[src/rtl/snn_pkg.sv]
// Shared definitions for the spiking network: default layer dimensions and
// the rate-encoder state encoding.
package snn_pkg;

  // Default channel count and per-channel intensity width. The LIF layers
  // and spike_counter use the same defaults.
  localparam int unsigned NUM_CHANNELS_DEF = 8;
  localparam int unsigned WIDTH_P_DEF      = 8;

  // Default encoding window: one full accumulator period of 2^WIDTH_P ticks.
  localparam int unsigned WINDOW_LEN_DEF   = 256;

  // Rate-encoder FSM states.
  typedef enum logic [1:0] {
    ENC_IDLE   = 2'd0,
    ENC_ENCODE = 2'd1,
    ENC_DONE   = 2'd2
  } enc_state_e;

endpackage

[src/rtl/rate_accumulator.sv]
// One channel of the rate encoder: a phase accumulator that adds the
// channel intensity on every enabled tick. The carry out of that addition
// is the channel's spike for the tick. Over 2^WIDTH_P ticks the carry
// fires exactly `intensity_i` times.
module rate_accumulator
  import snn_pkg::*;
#(
  parameter int unsigned WIDTH_P = WIDTH_P_DEF
) (
  input  logic               clk_i,
  input  logic               rst_ni,
  input  logic               clear_i,
  input  logic               tick_en_i,
  input  logic [WIDTH_P-1:0] intensity_i,
  output logic               carry_o
);

  logic [WIDTH_P-1:0] acc_q;
  logic [WIDTH_P:0]   sum;

  // Sum is one bit wider than the accumulator so the carry is the spike.
  assign sum     = {1'b0, acc_q} + {1'b0, intensity_i};
  assign carry_o = sum[WIDTH_P];

  // Accumulator register: clear wins over tick so each sample starts at phase 0.
  always_ff @(posedge clk_i or negedge rst_ni) begin
    if (!rst_ni) begin
      acc_q <= '0;
    end else if (clear_i) begin
      acc_q <= '0;
    end else if (tick_en_i) begin
      acc_q <= sum[WIDTH_P-1:0];
    end
  end

endmodule

[src/rtl/spike_encoder.sv]
// Rate-coding input encoder. It accepts one vector of per-channel
// intensities and emits a deterministic spike train per channel, one
// timestep per tick, for WINDOW_LEN ticks. The final timestep is marked
// with a one-cycle done pulse. An abort cancels the sample without a done
// pulse.
//
// Handshake: a vector transfers on a rising clk_i edge where
// in_valid_i && in_ready_o. in_ready_o is high only in IDLE and depends
// only on the state register, never on in_valid_i. A vector offered while
// in_ready_o is low is neither consumed nor remembered. The source may
// change or drop it freely.
module spike_encoder
  import snn_pkg::*;
#(
  parameter int unsigned NUM_CHANNELS = NUM_CHANNELS_DEF,
  parameter int unsigned WIDTH_P      = WIDTH_P_DEF,
  parameter int unsigned WINDOW_LEN   = WINDOW_LEN_DEF,
  localparam int unsigned SW          = $clog2(WINDOW_LEN + 1)
) (
  input  logic                            clk_i,
  input  logic                            rst_ni,
  input  logic [NUM_CHANNELS*WIDTH_P-1:0] intensity_i,
  input  logic                            in_valid_i,
  output logic                            in_ready_o,
  input  logic                            tick_i,
  input  logic                            abort_i,
  output logic [NUM_CHANNELS-1:0]         spike_o,
  output logic                            spike_valid_o,
  output logic                            busy_o,
  output logic                            done_o,
  output logic [SW-1:0]                   step_count_o,
  output enc_state_e                      dbg_state_o
);

  localparam logic [SW-1:0] LAST_STEP = SW'(WINDOW_LEN - 1);

  enc_state_e                      state_q, state_d;
  logic [NUM_CHANNELS*WIDTH_P-1:0] intensity_q;
  logic [SW-1:0]                   step_q;
  logic [NUM_CHANNELS-1:0]         spike_q;
  logic                            spike_valid_q;
  logic [NUM_CHANNELS-1:0]         carry;

  logic accept;
  logic tick_en;
  logic last_step;

  // A transfer happens only from IDLE. Abort suppresses a simultaneous tick.
  assign accept    = (state_q == ENC_IDLE) && in_valid_i;
  assign tick_en   = (state_q == ENC_ENCODE) && tick_i && !abort_i;
  assign last_step = (step_q == LAST_STEP);

  // State register.
  always_ff @(posedge clk_i or negedge rst_ni) begin
    if (!rst_ni) begin
      state_q <= ENC_IDLE;
    end else begin
      state_q <= state_d;
    end
  end

  // Next-state logic and state-decoded handshake/status outputs.
  always_comb begin
    state_d    = state_q;
    in_ready_o = 1'b0;
    busy_o     = 1'b0;
    done_o     = 1'b0;
    case (state_q)
      ENC_IDLE: begin
        in_ready_o = 1'b1;
        if (in_valid_i) begin
          state_d = ENC_ENCODE;
        end
      end
      ENC_ENCODE: begin
        busy_o = 1'b1;
        if (abort_i) begin
          state_d = ENC_IDLE;
        end else if (tick_i && last_step) begin
          state_d = ENC_DONE;
        end
      end
      ENC_DONE: begin
        // The final timestep is on spike_o during this cycle. Abort is ignored here.
        busy_o  = 1'b1;
        done_o  = 1'b1;
        state_d = ENC_IDLE;
      end
      default: begin
        state_d = ENC_IDLE;
      end
    endcase
  end

  // Latch the accepted vector. Later intensity_i changes do not reach the sample.
  always_ff @(posedge clk_i or negedge rst_ni) begin
    if (!rst_ni) begin
      intensity_q <= '0;
    end else if (accept) begin
      intensity_q <= intensity_i;
    end
  end

  // Step counter: cleared on accept and advanced once per effective tick.
  // It holds its value through abort and IDLE so software can read where a
  // cancelled sample stopped.
  always_ff @(posedge clk_i or negedge rst_ni) begin
    if (!rst_ni) begin
      step_q <= '0;
    end else if (accept) begin
      step_q <= '0;
    end else if (tick_en) begin
      step_q <= step_q + SW'(1);
    end
  end

  // Per-channel phase accumulators. Their carries are this tick's spikes.
  for (genvar c = 0; c < NUM_CHANNELS; c++) begin : g_chan
    rate_accumulator #(
      .WIDTH_P (WIDTH_P)
    ) u_acc (
      .clk_i       (clk_i),
      .rst_ni      (rst_ni),
      .clear_i     (accept),
      .tick_en_i   (tick_en),
      .intensity_i (intensity_q[c*WIDTH_P +: WIDTH_P]),
      .carry_o     (carry[c])
    );
  end

  // Spike output register: one cycle after a tick it shows that tick's
  // spikes. Otherwise it shows zero.
  always_ff @(posedge clk_i or negedge rst_ni) begin
    if (!rst_ni) begin
      spike_q       <= '0;
      spike_valid_q <= 1'b0;
    end else if (tick_en) begin
      spike_q       <= carry;
      spike_valid_q <= 1'b1;
    end else begin
      spike_q       <= '0;
      spike_valid_q <= 1'b0;
    end
  end

  assign spike_o       = spike_q;
  assign spike_valid_o = spike_valid_q;
  assign step_count_o  = step_q;
  assign dbg_state_o   = state_q;

endmodule
[config.mk]
export PLATFORM = sky130hd
export DESIGN_NAME = spike_encoder
export DESIGN_NICKNAME = d
export VERILOG_FILES = /design/src/rtl/snn_pkg.sv /design/src/rtl/rate_accumulator.sv /design/src/rtl/spike_encoder.sv
export SDC_FILE = /design/constraint.sdc
export NUM_CORES = 1
export LEC_CHECK = 0
export CORE_ASPECT_RATIO = 1.75
export CORE_MARGIN = 5
export CORE_UTILIZATION = 55
export CTS_CLUSTER_SIZE = 28
export DETAILED_ROUTE_END_ITERATION = 7
export HOLD_SLACK_MARGIN = 0.1
export PLACE_DENSITY = 0.78
export SETUP_SLACK_MARGIN = 0.3
export SYNTH_ARGS = -nofsm -noshare
export SYNTH_HDL_FRONTEND = slang
export SYNTH_SLANG_ARGS = --single-unit
[constraint.sdc]
create_clock -name clk_i -period 2.8 [get_ports clk_i]
set_input_delay 0.84 -clock clk_i [delete_from_list [all_inputs] [get_ports clk_i]]
set_output_delay 0.84 -clock clk_i [all_outputs]
set_load 0.01 [all_outputs]
==> summary.md, run 1 <==
| Metric | Value |
|---|---|
| CTS tree | `yes` |
| Biggest area consumer among synthesized cells | `dfrtp_1` |
| Post-Layout Cell Count | `1,234` |
| Fin util | `68.4%` |
| Max rail drop VDD | `0.000528 V` |
| Crit path buf inv count | `2` |
| Worst Hold Class | `in -> async` |
| TNS Setup | `0 ps` |
| Syn Inst Count | `950` |
| Die area | `18,400 um2` |
| Worst slew pin tran | `600 ps` |
| PwrDens | `1050 nW/um2` |
| Crit path kind | `reg -> out` |
| Avg Inst Size Synth | `9.10 um2` |
| Synthesized flop and latch total | `148` |
| Clk sink count | `148` |
| Post-synth EDFFs | `0` |
| Vias post-DR | `7,121` |
| Crit path largest cell delay | `530 ps` |
| Dpl cell area | `9860 um2` |
| Critical path's top delay family | `buffers and inverters` |
| CP required | `1960 ps` |
| Number of global-route vias before repair | `7,161` |
| CP max FO | `3` |
| Core area | `15,400 um2` |
| Static Leakage | `5.05 nW` |
| Max-slew violation count | `0` |
| Async SR Flop Fraction | `100%` |
| Routed wire length | `19.0 mm` |
| Critical path startpoint category | `flip-flop` |
| Commonest register cell after synthesis | `dfrtp_1` |
| Yosys warns | `0` |
| H-tree depth | `4` |
| Vias per std cell | `5.77` |
| Largest net degree at the start of global routing | `64` |
| RSZ-0062 raised after global routing | `false` |
| Tmin final | `2440 ps` |
| Slew Limit Headroom | `60.0%` |
| Share of the synthesized area in the top cell type | `42.9%` |
| Initial antenna violation count | `0` |
| # nets final | `1,184` |
| Root Driver | `clkbuf_16` |
| Clock transition at path regs | `60 ps` |
| Post-DP HPWL | `13.1 mm` |
| GRT Residual Overflow | `0` |
| Residual DRC | `0` |
| Final setup fails | `0` |
| Period Utilization, post-route | `87.2%` |
| Wire length per cell | `15.4 um` |
| Max cap viols | `0` |
| CP max stage cell | `clkdlybuf4s50_1` |
| Dpl cells | `1,203` |
| Layout cells sized above 1 | `7.82%` |
| Pre-Repair DR Iteration Count | `5` |
| Most common cell in the netlist | `nand2_1` |
| Post-route ant nets | `0` |
| Clk buf depth | `2` |
| Initial drt markers | `227` |
| Mapped Area | `8640 um2` |
| Clk_lat worst skew | `420 ps` |
| Netlist cell types | `44` |
| Sequential fraction of the synthesis area | `42.9%` |
| Inserted Diodes | `0` |
| Die W | `105 um` |
| Top cells by area, synth | `dfrtp_1 (43%), nand2_1 (10%), ha_1 (10%), o21ai_0 (3.2%), a21oi_1 (2.8%)` |
| Final hold violations | `0` |
| Starting Density | `56.1%` |
| Worst setup EP type | `output port` |
| Status | `completed` |
| Max frequency | `0.410 GHz` |
| Height of the chip | `176 um` |
| CP Data Arrival Time | `1600 ps` |
| Cell Chain, Critical Path | `inv_2, ha_1, clkdlybuf4s50_1` |
| Commonest cells post-synth | `nand2_1 (234), dfrtp_1 (148), ha_1 (69)` |
| Clock skew | `6.32 ps` |
| IO Pins | `92` |
| GPL Wtd Cong | `0.821` |
| First-pass GRT wire length | `32.3 mm` |
| Row count | `60` |
| Buffers on Ports | `91` |
| TritonCTS Buffers | `17` |
| GRT Total Usage | `20.8%` |
| Syn nets | `1,096` |
| Layout area overhead | `21.9%` |
| Finished layout cell area | `10,500 um2` |
[metal layers]
layer / routed length (um) / global-route usage, %
met1: 7810 / 24.3
met3: 633 / 3.27
met5: 0 / 0
met2: 10200 / 38.3
met4: 348 / 6.99
[layout by cell type (no fill, tap or decap), drive strengths merged, types with 3 or more instances in the layout]
master,instances
a211o,8
a211oi,37
a21o,8
a21oi,48
a31oi,9
and2,17
buf,22
bufinv,5
clkbuf,20
clkdlybuf4s50,88
clkinvlp,3
dfrtp,148
fa,8
ha,69
inv,37
nand2,234
nand2b,7
nand3,8
nand3b,9
nand4,5
nand4b,8
nor2,61
nor2b,8
nor3,9
nor4b,8
o2111a,8
o211ai,8
o21a,8
o21ai,56
o21bai,8
o221a,8
o22ai,8
o311a,8
o31a,8
o31ai,8
or2,8
or4,8
xnor2,11
xor2,4
[state kept, by name, indices dropped and copies added (netlist names)]
signal / cells
dbg_state_o: 2
spike_valid_o: 1
intensity_q: 64
g_chan.u_acc.acc_q: 64
step_count_o: 9
spike_o: 8
[per-stage QoR]
step	setup slack [ps]	power (mW)	hold slack, ps
5_1_grt	306	12.0	444
2_1_floorplan	1080	7.23	450
4_1_cts	304	11.2	425
3_3_place_gp	372	8.38	462
3_5_place_dp	303	8.57	470
6_report	359	11.1	398
[power by group]
group          total [mW]  internal (mW)  switching [mW]  leakage [nW]
Combinational        4.94           2.23            2.72          2.81
Sequential           3.65           3.04           0.611          1.93
Clock                2.49           1.64           0.854         0.306
[cell type report]
class                   instances  area, um2
repair buffers                112       1190
well taps                     186        233
multi-input cells             722       4630
clock buffers                  20        467
fillers                      1178       4860
flip-flops and latches        148       3700
clock inverters                 9        178
inverters                      37        139
[worst paths after layout]
kind | startpoint | endpoint | slack, ps | cells past startpoint
setup / recovery | dbg_state_o[0]$_DFFE_PN0P_ | done_o | 360 | 3
hold / removal | rst_ni | intensity_q[40]$_DFFE_PN0P_ | 400 | 1
setup reg to reg | dbg_state_o[0]$_DFFE_PN0P_ | g_chan[6].u_acc.acc_q[5]$_DFFE_PN0P_ | 920 | 8
hold reg to reg | intensity_q[55]$_DFFE_PN0P_ | intensity_q[55]$_DFFE_PN0P_ | 480 | 2
max in group asynchronous | rst_ni | intensity_q[24]$_DFFE_PN0P_ | 1700 | 2
min in group clk_i | intensity_q[55]$_DFFE_PN0P_ | intensity_q[55]$_DFFE_PN0P_ | 480 | 2
[cell families after synthesis]
| logic type | Yosys count | share of synthesized area, % |
|---|---|---|
| XOR/XNOR | 15 | 1.52 |
| buffers and inverters | 80 | 3.87 |
| AO/OA/AOI/OAI | 238 | 19.0 |
| AND/OR/NAND/NOR | 392 | 20.9 |
| adder cells (fa/ha/maj) | 77 | 11.8 |
| flip-flops | 148 | 42.9 |
[repair_timing]
item | in CTS | in global routing
hold buffers | 0 | 0
endpoints found under the setup margin | 2 | 2
buffers inserted | 2 | 0
resized for setup | 3 | 2
gates cloned | 0 | 0
Power figures use the tool's default switching activity.
==> run 2, diff against run 1 <==
--- a/config.mk
+++ b/config.mk
@@ -10,8 +10,9 @@
 export CORE_UTILIZATION = 55
 export CTS_CLUSTER_SIZE = 28
 export DETAILED_ROUTE_END_ITERATION = 7
+export GPL_TIMING_DRIVEN = 0
 export HOLD_SLACK_MARGIN = 0.1
-export PLACE_DENSITY = 0.78
+export PLACE_DENSITY = 0.79
 export SETUP_SLACK_MARGIN = 0.3
 export SYNTH_ARGS = -nofsm -noshare
 export SYNTH_HDL_FRONTEND = slang
==> run 2 against run 1 <==
Net effect:
- critical path depth is the same
- largest power group unchanged
- combinational power grew 3%
- clock power shrank 6%
- die area is the same
- first-iteration DRC count grew to 2.7 times the previous value
- critical endpoint unchanged
- critical path type unchanged
==> summary.md, run 2 (synthesis gave the netlist of run 1 again) <==
| Metric | Value |
|---|---|
| Residual DRC | `0 (unchanged)` |
| Clk buf depth | `2 (unchanged)` |
| Layout area overhead | `20.6% (was 21.9%)` |
| Critical path launch point | `dbg_state_o[0]$_DFFE_PN0P_ (unchanged)` |
| Crit path kind | `reg -> out (unchanged)` |
| Wire length per cell | `18.9 um (was 15.4 um)` |
| Worst Hold Class | `reg -> reg (was in -> async)` |
| CP Data Arrival Time | `1600 ps (about the same)` |
| Final Power | `11.1 mW (about the same)` |
| CTS tree | `yes (unchanged)` |
| TritonCTS Buffers | `17 (unchanged)` |
| Layout cells sized above 1 | `7.26% (was 7.82%)` |
| # nets final | `1,208 (was 1,184)` |
| Core area | `15,400 um2 (unchanged)` |
| Clock skew | `8.84 ps (was 6.32 ps)` |
| Fin util | `67.7% (was 68.4%)` |
| Post-route ant nets | `0 (unchanged)` |
| Row count | `60 (unchanged)` |
| Crit path buf inv count | `2 (unchanged)` |
| Max frequency | `0.410 GHz (about the same)` |
| Net Sw Frac | `40.5% (was 37.7%)` |
| Post-DP HPWL | `16.5 mm (was 13.1 mm)` |
| Dpl cell area | `9810 um2 (was 9860 um2)` |
| Pre-Repair DR Iteration Count | `5 (unchanged)` |
| Comb power frac | `46.0% (was 44.6%)` |
| Die W | `105 um (unchanged)` |
| Initial antenna violation count | `0 (unchanged)` |
| Largest net degree at the start of global routing | `95 (was 64)` |
| Clk sink count | `148 (unchanged)` |
| Sequential Power Share | `32.9% (about the same)` |
| Fillers | `1,245 (was 1,178)` |
| First-pass GRT wire length | `39.0 mm (was 32.3 mm)` |
| Cell Chain, Critical Path | `inv_1, ha_1, clkdlybuf4s50_1 (was inv_2, ha_1, clkdlybuf4s50_1)` |
| Hold worst-path end | `intensity_q[47]$_DFFE_PN0P_` |
| Clk_lat worst skew | `420 ps (about the same)` |
| Buffers on Ports | `91 (unchanged)` |
| Most frequent cells in the layout | `nand2_1 (234), dfrtp_1 (148), clkdlybuf4s50_1 (88) (was nand2_1 (233), dfrtp_1 (148), clkdlybuf4s50_1 (88))` |
| Metal-1 WL | `8.79 mm (was 7.81 mm)` |
| Metal2 WL | `12.2 mm (was 10.2 mm)` |
| Worst-case reg-to-reg path depth | `6 (was 8)` |
| TNS Setup | `0 ps (unchanged)` |
| WHS | `479 ps (was 398 ps)` |
| CP max FO | `3 (unchanged)` |
| Critical path startpoint category | `flip-flop (unchanged)` |
| WL met3 | `1.76 mm (was 633 um)` |
| Die area | `18,400 um2 (unchanged)` |
| Inserted Diodes | `0 (unchanged)` |
| Root Driver | `clkbuf_16 (unchanged)` |
| Startpoint of the worst hold path | `intensity_q[47]$_DFFE_PN0P_` |
| Starting Density | `56.1% (unchanged)` |
| Final setup fails | `0 (unchanged)` |
| RR Endpoint | `intensity_q[1]$_DFFE_PN0P_ (was g_chan[6].u_acc.acc_q[5]$_DFFE_PN0P_)` |
| Tmin final | `2440 ps (about the same)` |
| Area of the multi-input gates | `4610 um2 (was 4630 um2)` |
| Psw | `4.49 mW (was 4.18 mW)` |
| IO Pins | `92 (unchanged)` |
| Vias post-DR | `7,649 (was 7,121)` |
| Power share of the clock group | `21.0% (was 22.5%)` |
| Finished layout cell area | `10,400 um2 (was 10,500 um2)` |
| CP max stage cell | `clkdlybuf4s50_1 (unchanged)` |
| Clock transition at path regs | `60 ps (about the same)` |
| Max cap viols | `0 (unchanged)` |
| Vias per std cell | `6.07 (was 5.77)` |
| Critical path's top delay family | `buffers and inverters (unchanged)` |
| CP required | `1960 ps (about the same)` |
| Final hold violations | `0 (unchanged)` |
| GPL Wtd Cong | `0.921 (was 0.821)` |
| GRT Residual Overflow | `0 (unchanged)` |
| Worst R2R Start | `dbg_state_o[0]$_DFFE_PN0P_ (unchanged)` |
| Post-CTS Hold Fix Bufs | `0 (unchanged)` |
| GRT Total Usage | `26.5% (was 20.8%)` |
| Status | `completed (unchanged)` |
| Routed wire length | `23.9 mm (was 19.0 mm)` |
| Max-slew violation count | `0 (unchanged)` |
| H-tree depth | `4 (unchanged)` |
| Most common cell after layout, fill and taps aside | `nand2_1 (unchanged)` |
| Register area | `3700 um2 (unchanged)` |
| PwrDens | `1060 nW/um2 (was 1050 nW/um2)` |
| RSZ-0062 raised after global routing | `false (unchanged)` |
| Height of the chip | `176 um (unchanged)` |
| Period Utilization, post-route | `87.0% (was 87.2%)` |
| Static Leakage | `4.99 nW (was 5.05 nW)` |
| Internal power | `6.61 mW (was 6.90 mW)` |
| Max rail drop VDD | `0.000441 V (was 0.000528 V)` |
| Min-Delay Path Depth | `2` |
| Slew Limit Headroom | `37.9% (was 60.0%)` |
| Number of global-route vias before repair | `7,769 (was 7,161)` |
| Initial drt markers | `621 (was 227)` |
| Top sig layer | `met4 (unchanged)` |
| Worst slew pin tran | `931 ps (was 600 ps)` |
| Worst setup EP type | `output port (unchanged)` |
| Crit path largest cell delay | `530 ps (about the same)` |
| R2r setup slk | `610 ps (was 920 ps)` |
## run 2: cell types whose count changed in the layout (fill, tap and decap cells not counted), moves of 3 or more
cell / change
clkinv_2: +3
clkbuf_1: +17
buf_12: -9
buf_2: +12
buf_4: -8
buf_1: +11
## run 2: worst max-delay path by stage
stage	end	slack, ps	cells after the start
after detailed placement	spike_o[0]$_DFF_PN0_	-5	7
after global routing	done_o	300	3
after floorplan	g_chan[0].u_acc.acc_q[6]$_DFFE_PN0P_	1080	5
after CTS	in_ready_o	270	3
final	done_o	360	3
after global placement	spike_o[3]$_DFF_PN0_	-4990	1
## run 2: layout make-up
type,instances,area share (%)
repair buffers,93,9.10
plain buffers,43,1.87
inverters,37,1.33
clock inverters,13,1.51
multi-input cells,722,44.2
well taps,186,2.23
flip-flops and latches,148,35.5
clock buffers,19,4.25
## run 2: tightest hold or removal path, cell delays in order, from the launching register on
cell and delay, ps:
dfrtp_1 340, nand2_1 50, nand2_1 50
## run 2: power by group through the flow
stage          logic [mW]  clock network (mW)  registers, mW
6_report             5.11                2.33           3.65
4_1_cts              5.07                2.35           3.64
3_3_place_gp         4.85                   0           3.65
5_1_grt              5.74                2.44           3.74
2_1_floorplan        3.75                   0           3.48
3_5_place_dp         5.00                   0           3.67
## run 2: per-stage QoR
| stage | setup slack (ps) | std cells |
|---|---|---|
| final | 363 | 1261 |
| after global routing | 299 | 1261 |
| after CTS | 275 | 1261 |
| after detailed placement | -5.29 | 1228 |
| after global placement | -4990 | 1227 |
| after floorplan | 1080 | 950 |
## run 2: routing by layer
metal	vias up	track usage, %
met4	0	14.3
met3	103	4.85
li1	3569	-
met2	327	45.9
met1	3650	30.9
met5	-	0
## run 2: what timing repair did
action                     CTS  global route
hold endpoints to repair     0             0
setup buffers                1             0
setup endpoints to repair    2             1
resized for setup            2             1
==> run 3, diff against run 2 <==
--- a/config.mk
+++ b/config.mk
@@ -5,14 +5,15 @@
 export SDC_FILE = /design/constraint.sdc
 export NUM_CORES = 1
 export LEC_CHECK = 0
+export CAP_MARGIN = 10
 export CORE_ASPECT_RATIO = 1.75
 export CORE_MARGIN = 5
-export CORE_UTILIZATION = 55
+export CORE_UTILIZATION = 52
 export CTS_CLUSTER_SIZE = 28
 export DETAILED_ROUTE_END_ITERATION = 7
 export GPL_TIMING_DRIVEN = 0
 export HOLD_SLACK_MARGIN = 0.1
-export PLACE_DENSITY = 0.79
+export PLACE_DENSITY = 0.78
 export SETUP_SLACK_MARGIN = 0.3
 export SYNTH_ARGS = -nofsm -noshare
 export SYNTH_HDL_FRONTEND = slang
==> constraint.sdc (replaced) <==
create_clock -name clk_i -period 2.15 [get_ports clk_i]
set_input_delay 0.645 -clock clk_i [delete_from_list [all_inputs] [get_ports clk_i]]
set_output_delay 0.645 -clock clk_i [all_outputs]
set_load 0.01 [all_outputs]
==> run 3 against run 2 <==
Net effect:
- total power rose by 34%
- combinational power rose by 39%
- global-route usage fell by 0.12 points
- via count rose by 2.8%
- final cell count rose by 4.0%
- critical path depth rose by 1
- clock-buffer cell count rose by 1
- core utilization fell by 1.7 points
- wire length rose by 5.1%
- design area rose by 3.7%
==> summary.md, run 3 (synthesis gave the netlist of run 1 again) <==
| Metric | Value |
|---|---|
| Worst setup EP type | `output port (unchanged)` |
| Height of the chip | `181 um (was 176 um)` |
| # nets final | `1,220 (was 1,208)` |
| Cell Chain, Critical Path | `inv_2, buf_6, ha_4, buf_6 (was inv_1, ha_1, clkdlybuf4s50_1)` |
| Vias per std cell | `6.00 (was 6.07)` |
| Fin util | `66.0% (was 67.7%)` |
| Met3 usage | `4.55% (was 4.85%)` |
| Clk buf depth | `2 (unchanged)` |
| Post-DP HPWL | `17.0 mm (was 16.5 mm)` |
| Status | `completed (unchanged)` |
| Final setup fails | `0 (unchanged)` |
| Clock skew | `12.5 ps (was 8.84 ps)` |
| Comb power frac | `47.8% (was 46.0%)` |
| Clock transition at path regs | `70 ps (was 60 ps)` |
| Net Sw Frac | `41.4% (was 40.5%)` |
| Core area | `16,400 um2 (was 15,400 um2)` |
| CP max stage cell | `dfrtp_1 (was clkdlybuf4s50_1)` |
| CP required | `1500 ps (was 1960 ps)` |
| Internal power | `8.72 mW (was 6.61 mW)` |
| Crit path kind | `reg -> out (unchanged)` |
| TritonCTS Buffers | `17 (unchanged)` |
| Largest net degree at the start of global routing | `87 (was 95)` |
| Max-slew violation count | `0 (unchanged)` |
| GR met1 Demand/Resource | `30.2% (was 30.9%)` |
| Worst slew pin tran | `790 ps (was 931 ps)` |
| Gr busiest metal | `met2 (unchanged)` |
| Most common cell after layout, fill and taps aside | `nand2_1 (unchanged)` |
| Buffers on Ports | `91 (unchanged)` |
| CP most frequent cell | `buf_6` |
| Max rail drop VDD | `0.000618 V (was 0.000441 V)` |
| Max frequency | `0.529 GHz` |
| IO Pins | `92 (unchanged)` |
| GPL Wtd Cong | `0.894 (was 0.921)` |
| RSZ-0062 raised after global routing | `true (was false)` |
| Period Utilization, post-route | `87.8%` |
| Post-route ant nets | `0 (unchanged)` |
| Crit path largest cell delay | `370 ps (was 530 ps)` |
| Initial drt markers | `566 (was 621)` |
| Psw | `6.17 mW (was 4.49 mW)` |
| Crit path buf inv count | `3 (was 2)` |
| GRT Total Usage | `26.4% (was 26.5%)` |
| Layout cells sized above 1 | `15.1% (was 7.26%)` |
| Die area | `19,400 um2 (was 18,400 um2)` |
| Vias post-DR | `7,864 (was 7,649)` |
| Root Driver | `clkbuf_16 (unchanged)` |
| GR Util met2 | `45.6% (was 45.9%)` |
| Pre-Repair DR Iteration Count | `8 (was 5)` |
| Inserted Diodes | `0 (unchanged)` |
| Row count | `62 (was 60)` |
| Post-CTS Hold Fix Bufs | `0 (unchanged)` |
| First-pass GRT wire length | `40.2 mm (was 39.0 mm)` |
| Critical path startpoint category | `flip-flop (unchanged)` |
| Die W | `107 um (was 105 um)` |
| Final Power | `14.9 mW (was 11.1 mW)` |
| Residual DRC | `0 (unchanged)` |
| Final hold violations | `0 (unchanged)` |
| Tmin final | `1890 ps` |
| Static Leakage | `5.23 nW (was 4.99 nW)` |
| Clk_lat worst skew | `430 ps (was 420 ps)` |
| GRT Residual Overflow | `0 (unchanged)` |
| Max cap viols | `0 (unchanged)` |
| CTS tree | `yes (unchanged)` |
| Sequential Power Share | `32.2% (was 32.9%)` |
| Initial antenna violation count | `1 (was 0)` |
| PwrDens | `1380 nW/um2 (was 1060 nW/um2)` |
| Number of global-route vias before repair | `7,998 (was 7,769)` |
| CP max FO | `3 (unchanged)` |
| Layout area overhead | `25.1% (was 20.6%)` |
| CP Data Arrival Time | `1240 ps (was 1600 ps)` |
| Wire length per cell | `19.2 um (was 18.9 um)` |
| Critical path's top delay family | `flip-flops (was buffers and inverters)` |
| Slew Limit Headroom | `47.3% (was 37.9%)` |
| Starting Density | `52.8% (was 56.1%)` |
| Routed wire length | `25.1 mm (was 23.9 mm)` |
| Most frequent cells in the layout | `nand2_1 (234), dfrtp_1 (146), clkdlybuf4s50_1 (66) (was nand2_1 (234), dfrtp_1 (148), clkdlybuf4s50_1 (88))` |
| Worst Hold Class | `in -> async (was reg -> reg)` |
| H-tree depth | `4 (unchanged)` |
| Clk sink count | `148 (unchanged)` |
| Power share of the clock group | `19.9% (was 21.0%)` |
[run 3: cell count changes in the layout (fill, tap and decap cells not counted), moves of 9 or more]
cell,before,now
buf_4,4,13
clkbuf_1,17,1
clkbuf_2,0,11
buf_1,11,0
ha_1,68,59
dlygate4sd2_1,1,19
clkdlybuf4s50_1,88,66
clkbuf_4,0,12
[run 3: timing repair]
| action | 4_1_cts | 5_1_grt |
|---|---|---|
| resized for setup | 87 | 68 |
| buffers inserted | 7 | 6 |
| pin swaps | 10 | 31 |
| gates cloned | 0 | 0 |
| setup endpoints to repair | 163 | 83 |
[run 3: power groups by stage]
stage | combinational (mW) | sequential [mW] | clock, mW
after floorplan | 4.89 | 4.53 | 0
after global routing | 7.95 | 4.91 | 3.09
after detailed placement | 6.55 | 4.79 | 0
after global placement | 6.33 | 4.76 | 0
after CTS | 6.75 | 4.77 | 2.96
final | 7.12 | 4.80 | 2.97
[run 3: final cells by class]
class / count / area (um2)
Multi-Input combinational cell: 722 / 4780
Timing Repair Buffer: 105 / 1020
Buffer: 43 / 300
Clock buffer: 20 / 467
Sequential cell: 148 / 3710
Clock inverter: 12 / 119
Tap cell: 224 / 280
Inverter: 37 / 141
Fill cell: 1351 / 5560
[run 3: worst paths after layout]
path / depth (start not counted) / to / slack [ps] / from
worst max-delay path: 4 / done_o / 260 / dbg_state_o[0]$_DFFE_PN0P_
worst min-delay path: 1 / intensity_q[8]$_DFFE_PN0P_ / 270 / rst_ni
worst max register to register: 7 / g_chan[2].u_acc.acc_q[4]$_DFFE_PN0P_ / 320 / g_chan[2].u_acc.acc_q[0]$_DFFE_PN0P_
worst min register to register: 2 / intensity_q[55]$_DFFE_PN0P_ / 480 / intensity_q[55]$_DFFE_PN0P_
max in group asynchronous: 2 / spike_o[2]$_DFF_PN0_ / 1080 / rst_ni
min in group clk_i: 2 / intensity_q[55]$_DFFE_PN0P_ / 480 / intensity_q[55]$_DFFE_PN0P_
[run 3: routing by layer]
metal / share of wire [%] / up-vias / wire length (um)
met2: 51 / 369 / 12700
met3: 7.0 / 122 / 1770
met5: 0.052 / - / 13
met4: 6.0 / 2 / 1500
li1: - / 3622 / -
met1: 36 / 3749 / 9100
[run 3: through the flow]
step | setup slack, ps | std cells | setup TNS [ps] | hold WS [ps] | area [um2]
global route | 213 | 1311 | 0 | 357 | 10800
detailed placement | -474 | 1266 | -42740 | 471 | 9860
global placement | -5480 | 1265 | -849390 | 466 | 9830
finish | 261 | 1311 | 0 | 274 | 10800
floorplan | 530 | 950 | 0 | 349 | 8640
CTS | 135 | 1305 | 0 | 325 | 10600
